==> src/rtl/key_event_conditioner_pkg.sv <==
// Shared types and default tuning constants for the per-key event conditioner.
// Imported by the debounce stage and the repeat FSM top.
package key_pkg;

  typedef enum logic [1:0] {
    IDLE   = 2'd0,
    DELAY  = 2'd1,
    REPEAT = 2'd2
  } rep_state_t;

  localparam int KEY_DEBOUNCE_CYCLES = 4;
  localparam int KEY_REPEAT_DELAY    = 16;
  localparam int KEY_REPEAT_RATE     = 4;
  localparam int KEY_CNT_W           = 8;

endpackage

==> src/rtl/key_event_conditioner_if.sv <==
// Key input and event outputs of one conditioned player key.
// slave = conditioner side, master = consumer/stimulus side.
interface key_event_conditioner_if;

  logic key_sync;
  logic key_level;
  logic press_pulse;
  logic release_pulse;
  logic step_pulse;

  modport slave (
    input  key_sync,
    output key_level,
    output press_pulse,
    output release_pulse,
    output step_pulse
  );

  modport master (
    output key_sync,
    input  key_level,
    input  press_pulse,
    input  release_pulse,
    input  step_pulse
  );

endinterface

==> src/rtl/key_event_conditioner_debounce.sv <==
// Mismatch-count debouncer: the level flips after DEBOUNCE_CYCLES consecutive
// differing samples. rise/fall are asserted during the cycle whose edge flips it.
module key_debounce
  import key_pkg::*;
#(
  parameter int DEBOUNCE_CYCLES = KEY_DEBOUNCE_CYCLES,
  parameter int CNT_W           = KEY_CNT_W
) (
  input  logic clk,
  input  logic reset,
  input  logic key_sync,
  output logic key_level,
  output logic rise,
  output logic fall
);

  localparam logic [CNT_W-1:0] CNT_LAST = CNT_W'(DEBOUNCE_CYCLES - 1);

  logic [CNT_W-1:0] cnt_q, cnt_d;
  logic             level_q, level_d;
  logic             flip;

  always_comb begin
    cnt_d   = '0;
    level_d = level_q;
    flip    = 1'b0;
    // Any sample matching the current level restarts the count.
    if (key_sync != level_q) begin
      if (cnt_q == CNT_LAST) begin
        flip    = 1'b1;
        level_d = ~level_q;
      end else begin
        cnt_d = cnt_q + 1'b1;
      end
    end
  end

  always_ff @(posedge clk) begin
    if (reset) begin
      cnt_q   <= '0;
      level_q <= 1'b0;
    end else begin
      cnt_q   <= cnt_d;
      level_q <= level_d;
    end
  end

  assign key_level = level_q;
  assign rise      = flip & ~level_q;
  assign fall      = flip &  level_q;

endmodule

==> src/rtl/key_event_conditioner.sv <==
// Per-key conditioner: debounced level, press/release pulses and a step pulse
// that auto-repeats while the key is held. All outputs come straight from flops.
module key_event_conditioner
  import key_pkg::*;
#(
  parameter int DEBOUNCE_CYCLES = KEY_DEBOUNCE_CYCLES,
  parameter int REPEAT_DELAY    = KEY_REPEAT_DELAY,
  parameter int REPEAT_RATE     = KEY_REPEAT_RATE,
  parameter int CNT_W           = KEY_CNT_W
) (
  input  logic                    clk,
  input  logic                    reset,
  key_event_conditioner_if.slave  kif
);

  localparam logic [CNT_W-1:0] DELAY_LAST = CNT_W'(REPEAT_DELAY - 1);
  localparam logic [CNT_W-1:0] RATE_LAST  = CNT_W'(REPEAT_RATE - 1);

  logic lvl;
  logic lvl_rise;
  logic lvl_fall;

  key_debounce #(
    .DEBOUNCE_CYCLES (DEBOUNCE_CYCLES),
    .CNT_W           (CNT_W)
  ) u_debounce (
    .clk       (clk),
    .reset     (reset),
    .key_sync  (kif.key_sync),
    .key_level (lvl),
    .rise      (lvl_rise),
    .fall      (lvl_fall)
  );

  rep_state_t       state_q, state_d;
  logic [CNT_W-1:0] cnt_q, cnt_d;
  logic             press_q, press_d;
  logic             release_q, release_d;
  logic             step_q, step_d;

  always_comb begin
    state_d   = state_q;
    cnt_d     = cnt_q;
    press_d   = 1'b0;
    release_d = 1'b0;
    step_d    = 1'b0;
    // A falling level overrides any repeat step scheduled for the same cycle.
    if (lvl_fall) begin
      state_d   = IDLE;
      cnt_d     = '0;
      release_d = 1'b1;
    end else begin
      case (state_q)
        IDLE: begin
          if (lvl_rise) begin
            press_d = 1'b1;
            step_d  = 1'b1;
            state_d = DELAY;
            cnt_d   = '0;
          end
        end
        DELAY: begin
          if (cnt_q == DELAY_LAST) begin
            step_d  = 1'b1;
            state_d = REPEAT;
            cnt_d   = '0;
          end else begin
            cnt_d = cnt_q + 1'b1;
          end
        end
        REPEAT: begin
          // Reloads each period, so an arbitrarily long hold never wraps.
          if (cnt_q == RATE_LAST) begin
            step_d = 1'b1;
            cnt_d  = '0;
          end else begin
            cnt_d = cnt_q + 1'b1;
          end
        end
        default: begin
          state_d = IDLE;
          cnt_d   = '0;
        end
      endcase
    end
  end

  always_ff @(posedge clk) begin
    if (reset) begin
      state_q   <= IDLE;
      cnt_q     <= '0;
      press_q   <= 1'b0;
      release_q <= 1'b0;
      step_q    <= 1'b0;
    end else begin
      state_q   <= state_d;
      cnt_q     <= cnt_d;
      press_q   <= press_d;
      release_q <= release_d;
      step_q    <= step_d;
    end
  end

  assign kif.key_level     = lvl;
  assign kif.press_pulse   = press_q;
  assign kif.release_pulse = release_q;
  assign kif.step_pulse    = step_q;

endmodule

==> src/flat_wrapper.sv <==
// flat-port wrapper written by rule: the top's interface ports become plain ports
module key_event_conditioner_flat import key_pkg::*;
#(
  parameter int DEBOUNCE_CYCLES = KEY_DEBOUNCE_CYCLES,
  parameter int REPEAT_DELAY    = KEY_REPEAT_DELAY,
  parameter int REPEAT_RATE     = KEY_REPEAT_RATE,
  parameter int CNT_W           = KEY_CNT_W
)
  (clk, reset, kif_key_sync, kif_key_level, kif_press_pulse, kif_release_pulse, kif_step_pulse);
  key_event_conditioner_if kif_i ();
  input  logic clk;
  input  logic reset;
  input wire logic [$bits(kif_i.key_sync)-1:0] kif_key_sync;
  output wire logic [$bits(kif_i.key_level)-1:0] kif_key_level;
  output wire logic [$bits(kif_i.press_pulse)-1:0] kif_press_pulse;
  output wire logic [$bits(kif_i.release_pulse)-1:0] kif_release_pulse;
  output wire logic [$bits(kif_i.step_pulse)-1:0] kif_step_pulse;
  assign kif_i.key_sync = kif_key_sync;
  assign kif_key_level = kif_i.key_level;
  assign kif_press_pulse = kif_i.press_pulse;
  assign kif_release_pulse = kif_i.release_pulse;
  assign kif_step_pulse = kif_i.step_pulse;
  key_event_conditioner #(.DEBOUNCE_CYCLES(DEBOUNCE_CYCLES), .REPEAT_DELAY(REPEAT_DELAY), .REPEAT_RATE(REPEAT_RATE), .CNT_W(CNT_W)) u_core (.clk(clk), .reset(reset), .kif(kif_i));
endmodule
==> config.mk <==
export PLATFORM = sky130hd
export DESIGN_NAME = key_event_conditioner_flat
export DESIGN_NICKNAME = d
export VERILOG_FILES = /design/src/rtl/key_event_conditioner_pkg.sv /design/src/rtl/key_event_conditioner_if.sv /design/src/rtl/key_event_conditioner_debounce.sv /design/src/rtl/key_event_conditioner.sv /design/src/flat_wrapper.sv
export SDC_FILE = /design/constraint.sdc
export NUM_CORES = 1
export LEC_CHECK = 0
export ABC_AREA = 1
export BUFFER_PORTS_ARGS = -buffer_cell sky130_fd_sc_hd__buf_2
export CAP_MARGIN = 30
export CORE_MARGIN = 2
export CORE_UTILIZATION = 50
export CTS_CLUSTER_DIAMETER = 40
export DETAILED_ROUTE_END_ITERATION = 10
export PLACE_DENSITY = 0.67
export SLEW_MARGIN = 20
export SYNTH_ARGS = -nofsm -noshare
export SYNTH_HDL_FRONTEND = slang
export SYNTH_HIERARCHICAL = 1
export SYNTH_SLANG_ARGS = --single-unit
==> constraint.sdc <==
create_clock -name clk -period 2.1 [get_ports clk]
set_input_delay 0.105 -clock clk [delete_from_list [all_inputs] [get_ports clk]]
set_output_delay 0.105 -clock clk [all_outputs]
set_load 0.02 [all_outputs]
==> impl_metrics.sql, run 1 <==
INSERT INTO impl_metrics (metric_group, metric, value, unit) VALUES
('final_layout', 'final_design_area_no_fill', '1490', 'um2'),
('critical_path', 'slowest_stage', 'dfxtp_1', ''),
('detailed_routing', 'antenna_left', '0', ''),
('critical_path', 'worst-endpoint-required', '2.35', 'ns'),
('sta', 'finalMaxSlewViolations', '0', ''),
('detailed_routing', 'remaining_drc_errors', '0', ''),
('detailed_routing', 'drt-vias-per-instance', '4.92', ''),
('detailed_routing', 'first_pass_iters', '4', ''),
('critical_path', 'worstSetupPathType', 'reg -> reg', ''),
('final_layout', 'insertedDiodeCount', '0', ''),
('synth', 'mapped_area', '1360', 'um2'),
('floorplanning', 'die_outline_area', '3140', 'um2'),
('sta', 'worst-slew-pin-transition', '0.305', 'ns'),
('clock_tree', 'tritoncts', 'built', ''),
('floorplanning', 'initial_utilization', '53.7', '%'),
('synth', 'ys.warnings.count', '6', ''),
('final_layout', 'finish.cell_count_without_fillers', '241', ''),
('critical_path', 'timing.critical_path.slowest_cell_delay', '0.38', 'ns'),
('critical_path', 'worstRegToRegCells', '12', ''),
('synth', 'synth_ff_type', 'dfxtp_1', ''),
('power', 'power.internal', '812', 'uW'),
('power', 'static-leakage-power', '0.000643', 'uW'),
('hold_path', 'hold_start', 'kif_key_sync', ''),
('synth', 'synthCells', '199', ''),
('power', 'power.share.clock', '24.4', '%'),
('synth', 'netlist.top_cell.by_area', 'dfxtp_1', ''),
('clock_tree', 'cts-buffers-inserted', '3', ''),
('global_routing', 'grt_antenna_before_repair', '0', ''),
('place', 'placement.io_buffers', '6', ''),
('final_layout', 'layout.area.seq', '442', 'um2'),
('global_routing', 'pin_count_of_the_biggest_net_entering_global_routing', '14', ''),
('power', 'reg_power_share', '35.2', '%'),
('sta', 'fin_setup_tns', '0', 'ns'),
('place', 'instance_count_after_placement_with_tap_cells_included', '236', ''),
('synth', 'synth_enable_flop_cells', '0', ''),
('critical_path', 'crit_path_start_kind', 'flip-flop', ''),
('synth', 'post_synth_main_area_contributors', 'dfxtp_1, nand2_1, inv_1, ha_1, nor2_1', ''),
('sta', 'final.setup_skew', '0.00688', 'ns'),
('final_layout', 'multi_input_comb_area', '782', 'um2'),
('clock_tree', 'clk_root_buffer_cell', 'clkbuf_4', ''),
('final_layout', 'final_cell_mix', 'nand2_1, inv_1, nor2_1', ''),
('final_layout', 'nNetsFinal', '222', ''),
('detailed_routing', 'drt-wirelength-per-cell', '10.8', 'um'),
('place', 'place.detailed.hpwl', '2080', 'um'),
('detailed_routing', 'initialDrtViolationCount', '45', ''),
('clock_tree', 'cts_max_level', '1', ''),
('clock_tree', 'worst_skew_pair.late_latency', '0.31', 'ns'),
('sta', 'finalHoldViolCount', '0', ''),
('global_routing', 'grt_pass1_vias', '1175', ''),
('synth', 'synth_fp_nets', '209', ''),
('final_layout', 'fillCellCount', '251', ''),
('critical_path', 'worst_endpoint_data_arrival_time', '2.09', 'ns'),
('floorplanning', 'core.rowCount', '18', ''),
('sta', 'rsz0062_at_grt', 'false', ''),
('status', 'outcome', 'finished clean', ''),
('hold_path', 'hold-path-cell-count', '4', ''),
('synth', 'netlist-cell-type-count', '24', ''),
('synth', 'synthArstFlopShare', '0', '%'),
('power', 'switchingPower', '522', 'uW'),
('clock_tree', 'clk_pin_slew', '0.13', 'ns'),
('sta', 'period_needed', '1.84', 'ns'),
('clock_tree', 'clock_sinks', '22', ''),
('power', 'vdd.ir_drop.worst', '673', 'uV'),
('critical_path', 'timing.critical_path.from', 'u_core/u_debounce/cnt_q[1]', ''),
('synth', 'yosys_register_bits', '22', ''),
('power', 'power.switching_fraction', '39.1', '%'),
('global_routing', 'grt_use_total', '18.5', '%'),
('sta', 'final.period_utilization', '87.7', '%'),
('sta', 'finalSetupViolations', '0', ''),
('power', 'cellPowerDensity', '892', 'nW/um2'),
('sta', 'max-slew-margin-rel', '79.5', '%');
[repair_timing]
action / CTS / global route
endpoints found under the hold margin: 1 / 0
setup endpoints to repair: 0 / 2
hold buffers: 1 / 0
resized for setup: 0 / 1
[layer usage]
metal,track usage [%],share of wire (%),vias up
met4,4.08,0.46,0
met5,0,0,-
met2,34.1,52,6
met1,22.6,46,541
li1,-,-,636
met3,2.33,1.9,2
[cells by family (layout without fill, tap and decap cells)]
family / Yosys count / after routing / synth area share [%]
buffers and inverters: 35 / 47 / 9.79
AOI/OAI and AO/OA: 23 / 23 / 11.2
and+or+nand+nor: 112 / 112 / 40.1
adders and majority gates: 7 / 7 / 6.46
DFF: 22 / 22 / 32.5
[Yosys cell counts, types with 3 or more instances]
| master | count |
|---|---|
| nand2_1 | 51 |
| inv_1 | 29 |
| nor2_1 | 23 |
| dfxtp_1 | 22 |
| nand3_1 | 11 |
| a21oi_1 | 9 |
| nor2_2 | 8 |
| ha_1 | 7 |
| a21oi_2 | 5 |
| inv_2 | 5 |
| nand2_2 | 5 |
| o21ai_0 | 5 |
| nor2_4 | 4 |
| nor3_1 | 3 |
[worst register-to-register path, stage by stage, from the launching register on]
cell     delay, ns
dfxtp_1       0.38
ha_1          0.21
nand2_1       0.11
nor2_2        0.14
nand2_2       0.09
nor3_1        0.14
buf_4         0.16
nor2_4        0.06
nor2_2        0.13
inv_1         0.10
nor2_1        0.12
nand2_1       0.06
a21oi_1       0.11
[area by class of cell]
class / instances / area share [%]
timing repair buffer: 8 / 3.18
tap: 30 / 2.51
sequential: 22 / 29.6
clock buffer: 3 / 1.51
clock inverter: 1 / 2.01
multi-input combinational: 142 / 52.3
inverter: 35 / 8.88
[power by group through the flow]
stage	logic (uW)	clock network, uW	registers, uW
after global routing	608	346	471
final	539	325	469
after global placement	526	0	475
after CTS	542	336	468
after detailed placement	532	0	478
after floorplan	437	0	472
[sequential cells by signal, indices dropped and copies added (netlist names)]
| name | count |
|---|---|
| u_core/cnt_q | 8 |
| u_core/u_debounce/cnt_q | 8 |
| u_core/state_q | 2 |
| u_core/kif.press_pulse | 1 |
| u_core/kif.release_pulse | 1 |
| u_core/kif.step_pulse | 1 |
| u_core/u_debounce/key_level | 1 |
[final timing paths]
kind / to / slack, ns
worst max-delay path: u_core/cnt_q[5] / 0.26
worst min-delay path: u_core/kif.release_pulse / 0.08
worst max register to register: u_core/cnt_q[5] / 0.26
worst min register to register: u_core/u_debounce/cnt_q[0] / 0.45
[stage by stage]
step,utilization [%],total power (uW),hold slack [ns],setup slack [ns]
after global routing,59.2,1430,0.0880,0.0277
after global placement,56.7,1000,0.304,0.304
after CTS,59.2,1350,0.0672,0.223
after floorplan,-,909,0.176,0.233
after detailed placement,56.7,1010,0.306,0.253
final,59.2,1330,0.0790,0.257
No activity file was read; power rests on OpenSTA's default activity.
==> run 2, diff against run 1 <==
CORE_MARGIN = default   (was 2)
==> impl_metrics.sql, run 2 (synthesis results as in run 1) <==
INSERT INTO impl_metrics (metric_group, metric, value, unit) VALUES
('place', 'instance_count_after_placement_with_tap_cells_included', '236', ''),
('floorplanning', 'initial_utilization', '53.7', '%'),
('clock_tree', 'tritoncts', 'built', ''),
('floorplanning', 'die_height', '54.1', 'um'),
('floorplanning', 'die_outline_area', '2920', 'um2'),
('sta', 'finalHoldViolCount', '0', ''),
('global_routing', 'grt_use_total', '20.1', '%'),
('global_routing', 'pin_count_of_the_biggest_net_entering_global_routing', '14', ''),
('final_layout', 'multi_input_comb_area', '782', 'um2'),
('detailed_routing', 'drt-wirelength-per-cell', '10.4', 'um'),
('sta', 'timing.fmax', '0.546', 'GHz'),
('floorplanning', 'design.portCount', '7', ''),
('global_routing', 'met3_usage', '2.54', '%'),
('job', 'max_cap_violations', '0', ''),
('hold_path', 'worst_hold_path_type', 'in -> reg', ''),
('critical_path', 'worst-endpoint-required', '2.34', 'ns'),
('place', 'place.detailed.hpwl', '2060', 'um'),
('final_layout', 'insertedDiodeCount', '0', ''),
('detailed_routing', 'remaining_drc_errors', '0', ''),
('place', 'globalplace.congestion', '0.823', ''),
('place', 'placement.io_buffers', '6', ''),
('sta', 'period_needed', '1.83', 'ns'),
('sta', 'fin_setup_tns', '0', 'ns'),
('detailed_routing', 'antenna_left', '0', ''),
('final_layout', 'nNetsFinal', '222', ''),
('clock_tree', 'clk_root_buffer_cell', 'clkbuf_4', ''),
('critical_path', 'setup.reg_to_reg.worst_slack', '0.27', 'ns'),
('final_layout', 'commonest_non_fill_non_tap_cell_in_the_layout', 'nand2_1', ''),
('final_layout', 'fillCellCount', '248', ''),
('sta', 'worst-slew-pin-transition', '0.315', 'ns'),
('detailed_routing', 'route.final.wire_length', '2500', 'um'),
('clock_tree', 'clock_sinks', '22', ''),
('final_layout', 'largestRegisters', 'u_core/cnt_q x8, u_core/u_debounce/cnt_q x8, u_core/state_q x2', ''),
('global_routing', 'grt-ovfl-total', '0', ''),
('power', 'static-leakage-power', '0.000643', 'uW'),
('floorplanning', 'coreArea', '2520', 'um2'),
('power', 'cellPowerDensity', '878', 'nW/um2'),
('final_layout', 'finish.cell_count_without_fillers', '241', ''),
('critical_path', 'worstRegToRegCells', '12', ''),
('clock_tree', 'cts_max_path_buffers', '2', ''),
('detailed_routing', 'vias', '1206', ''),
('critical_path', 'setup.worst_path.end_class', 'flip-flop', ''),
('critical_path', 'worst_endpoint_data_arrival_time', '2.07', 'ns'),
('final_layout', 'layout-drive-gt1-share', '22.3', '%'),
('clock_tree', 'worst_skew_pair.late_latency', '0.30', 'ns'),
('hold_path', 'hold-path-cell-count', '4', ''),
('global_routing', 'globalRouteMet1Util', '23.1', '%'),
('detailed_routing', 'initialDrtViolationCount', '11', ''),
('global_routing', 'global_route.usage.met2', '38.3', '%'),
('power', 'vdd.ir_drop.worst', '818', 'uV'),
('status', 'outcome', 'finished clean', ''),
('global_routing', 'grt_antenna_before_repair', '0', ''),
('critical_path', 'crit_path_start_kind', 'flip-flop', ''),
('sta', 'final.period_utilization', '87.2', '%'),
('detailed_routing', 'drt-vias-per-instance', '5.00', ''),
('global_routing', 'grt_pass1_vias', '1109', ''),
('clock_tree', 'cts-buffers-inserted', '3', ''),
('final_layout', 'layout.area.seq', '442', 'um2'),
('clock_tree', 'cts_setup_buffers', '0', ''),
('global_routing', 'grt_pass1_wl', '4310', 'um'),
('floorplanning', 'core.rowCount', '18', ''),
('critical_path', 'worst-path-max-fanout', '8', ''),
('sta', 'rsz0062_at_grt', 'false', ''),
('sta', 'final.setup_skew', '0.00773', 'ns'),
('global_routing', 'grt_busiest_layer', 'met2', ''),
('final_layout', 'final_cell_mix', 'nand2_1, inv_1, nor2_1', ''),
('sta', 'max-slew-margin-rel', '78.9', '%'),
('clock_tree', 'cts_max_level', '1', ''),
('final_layout', 'syn2layout_area_growth', '10.2', '%'),
('clock_tree', 'clk_pin_slew', '0.12', 'ns'),
('critical_path', 'worstSetupPathType', 'reg -> reg', ''),
('sta', 'finalSetupViolations', '0', ''),
('detailed_routing', 'first_pass_iters', '5', ''),
('floorplanning', 'horizontal_extent_of_the_die', '54.1', 'um'),
('sta', 'finalMaxSlewViolations', '0', '');
==> run 2: cell counts in the layout (fill, tap and decap cells not counted) <==
Identical to the previous run, type by type.
==> run 2: area by class of cell <==
| cell class | count | area share (%) |
|---|---|---|
| clock buffers | 3 | 1.51 |
| clock inverters | 1 | 2.01 |
| inverters | 35 | 8.88 |
| multi-input cells | 142 | 52.3 |
| flip-flops and latches | 22 | 29.6 |
| well taps | 30 | 2.51 |
| repair buffers | 8 | 3.18 |
==> run 2: path summary, 6_finish.rpt <==
path	start	end
min	kif_key_sync	u_core/kif.release_pulse
max reg2reg	u_core/u_debounce/cnt_q[1]	u_core/cnt_q[5]
min reg2reg	u_core/u_debounce/cnt_q[0]	u_core/u_debounce/cnt_q[0]
max	u_core/u_debounce/cnt_q[1]	u_core/cnt_q[5]
==> run 2: metal layers <==
layer  vias up  wire length, um
li1        635                -
met1       565             1110
met2         4             1350
met3         2               30
met4         0               12
met5         -                0
==> run 2: through the flow <==
| stage | instance area [um2] | setup slack (ns) | util, % | power (uW) | hold slack, ns |
|---|---|---|---|---|---|
| detailed placement | 1430 | 0.256 | 56.7 | 1010 | 0.306 |
| global route | 1490 | 0.0150 | 59.2 | 1410 | 0.0817 |
| CTS | 1490 | 0.225 | 59.2 | 1340 | 0.0669 |
| floorplan | 1360 | 0.233 | - | 909 | 0.176 |
| global placement | 1430 | 0.304 | 56.7 | 1000 | 0.304 |
| finish | 1490 | 0.268 | 59.2 | 1310 | 0.0840 |
==> run 2: where the power goes <==
part	switching [uW]	internal (uW)
Sequential	23.5	443
Clock	124	193
Combinational	353	174
==> run 2: critical path: stages, from the launching register on <==
cell and delay [ns]:
dfxtp_1 0.37, ha_1 0.20, nand2_1 0.11, nor2_2 0.14
nand2_2 0.09, nor3_1 0.14, buf_4 0.16, nor2_4 0.06
nor2_2 0.12, inv_1 0.10, nor2_1 0.11, nand2_1 0.06
a21oi_1 0.12
==> run 2: what timing repair did <==
item                       4_1_cts  5_1_grt
setup endpoints to repair        0        1
hold buffers                     1        0
gates resized for setup          0        1
hold endpoints to repair         1        0
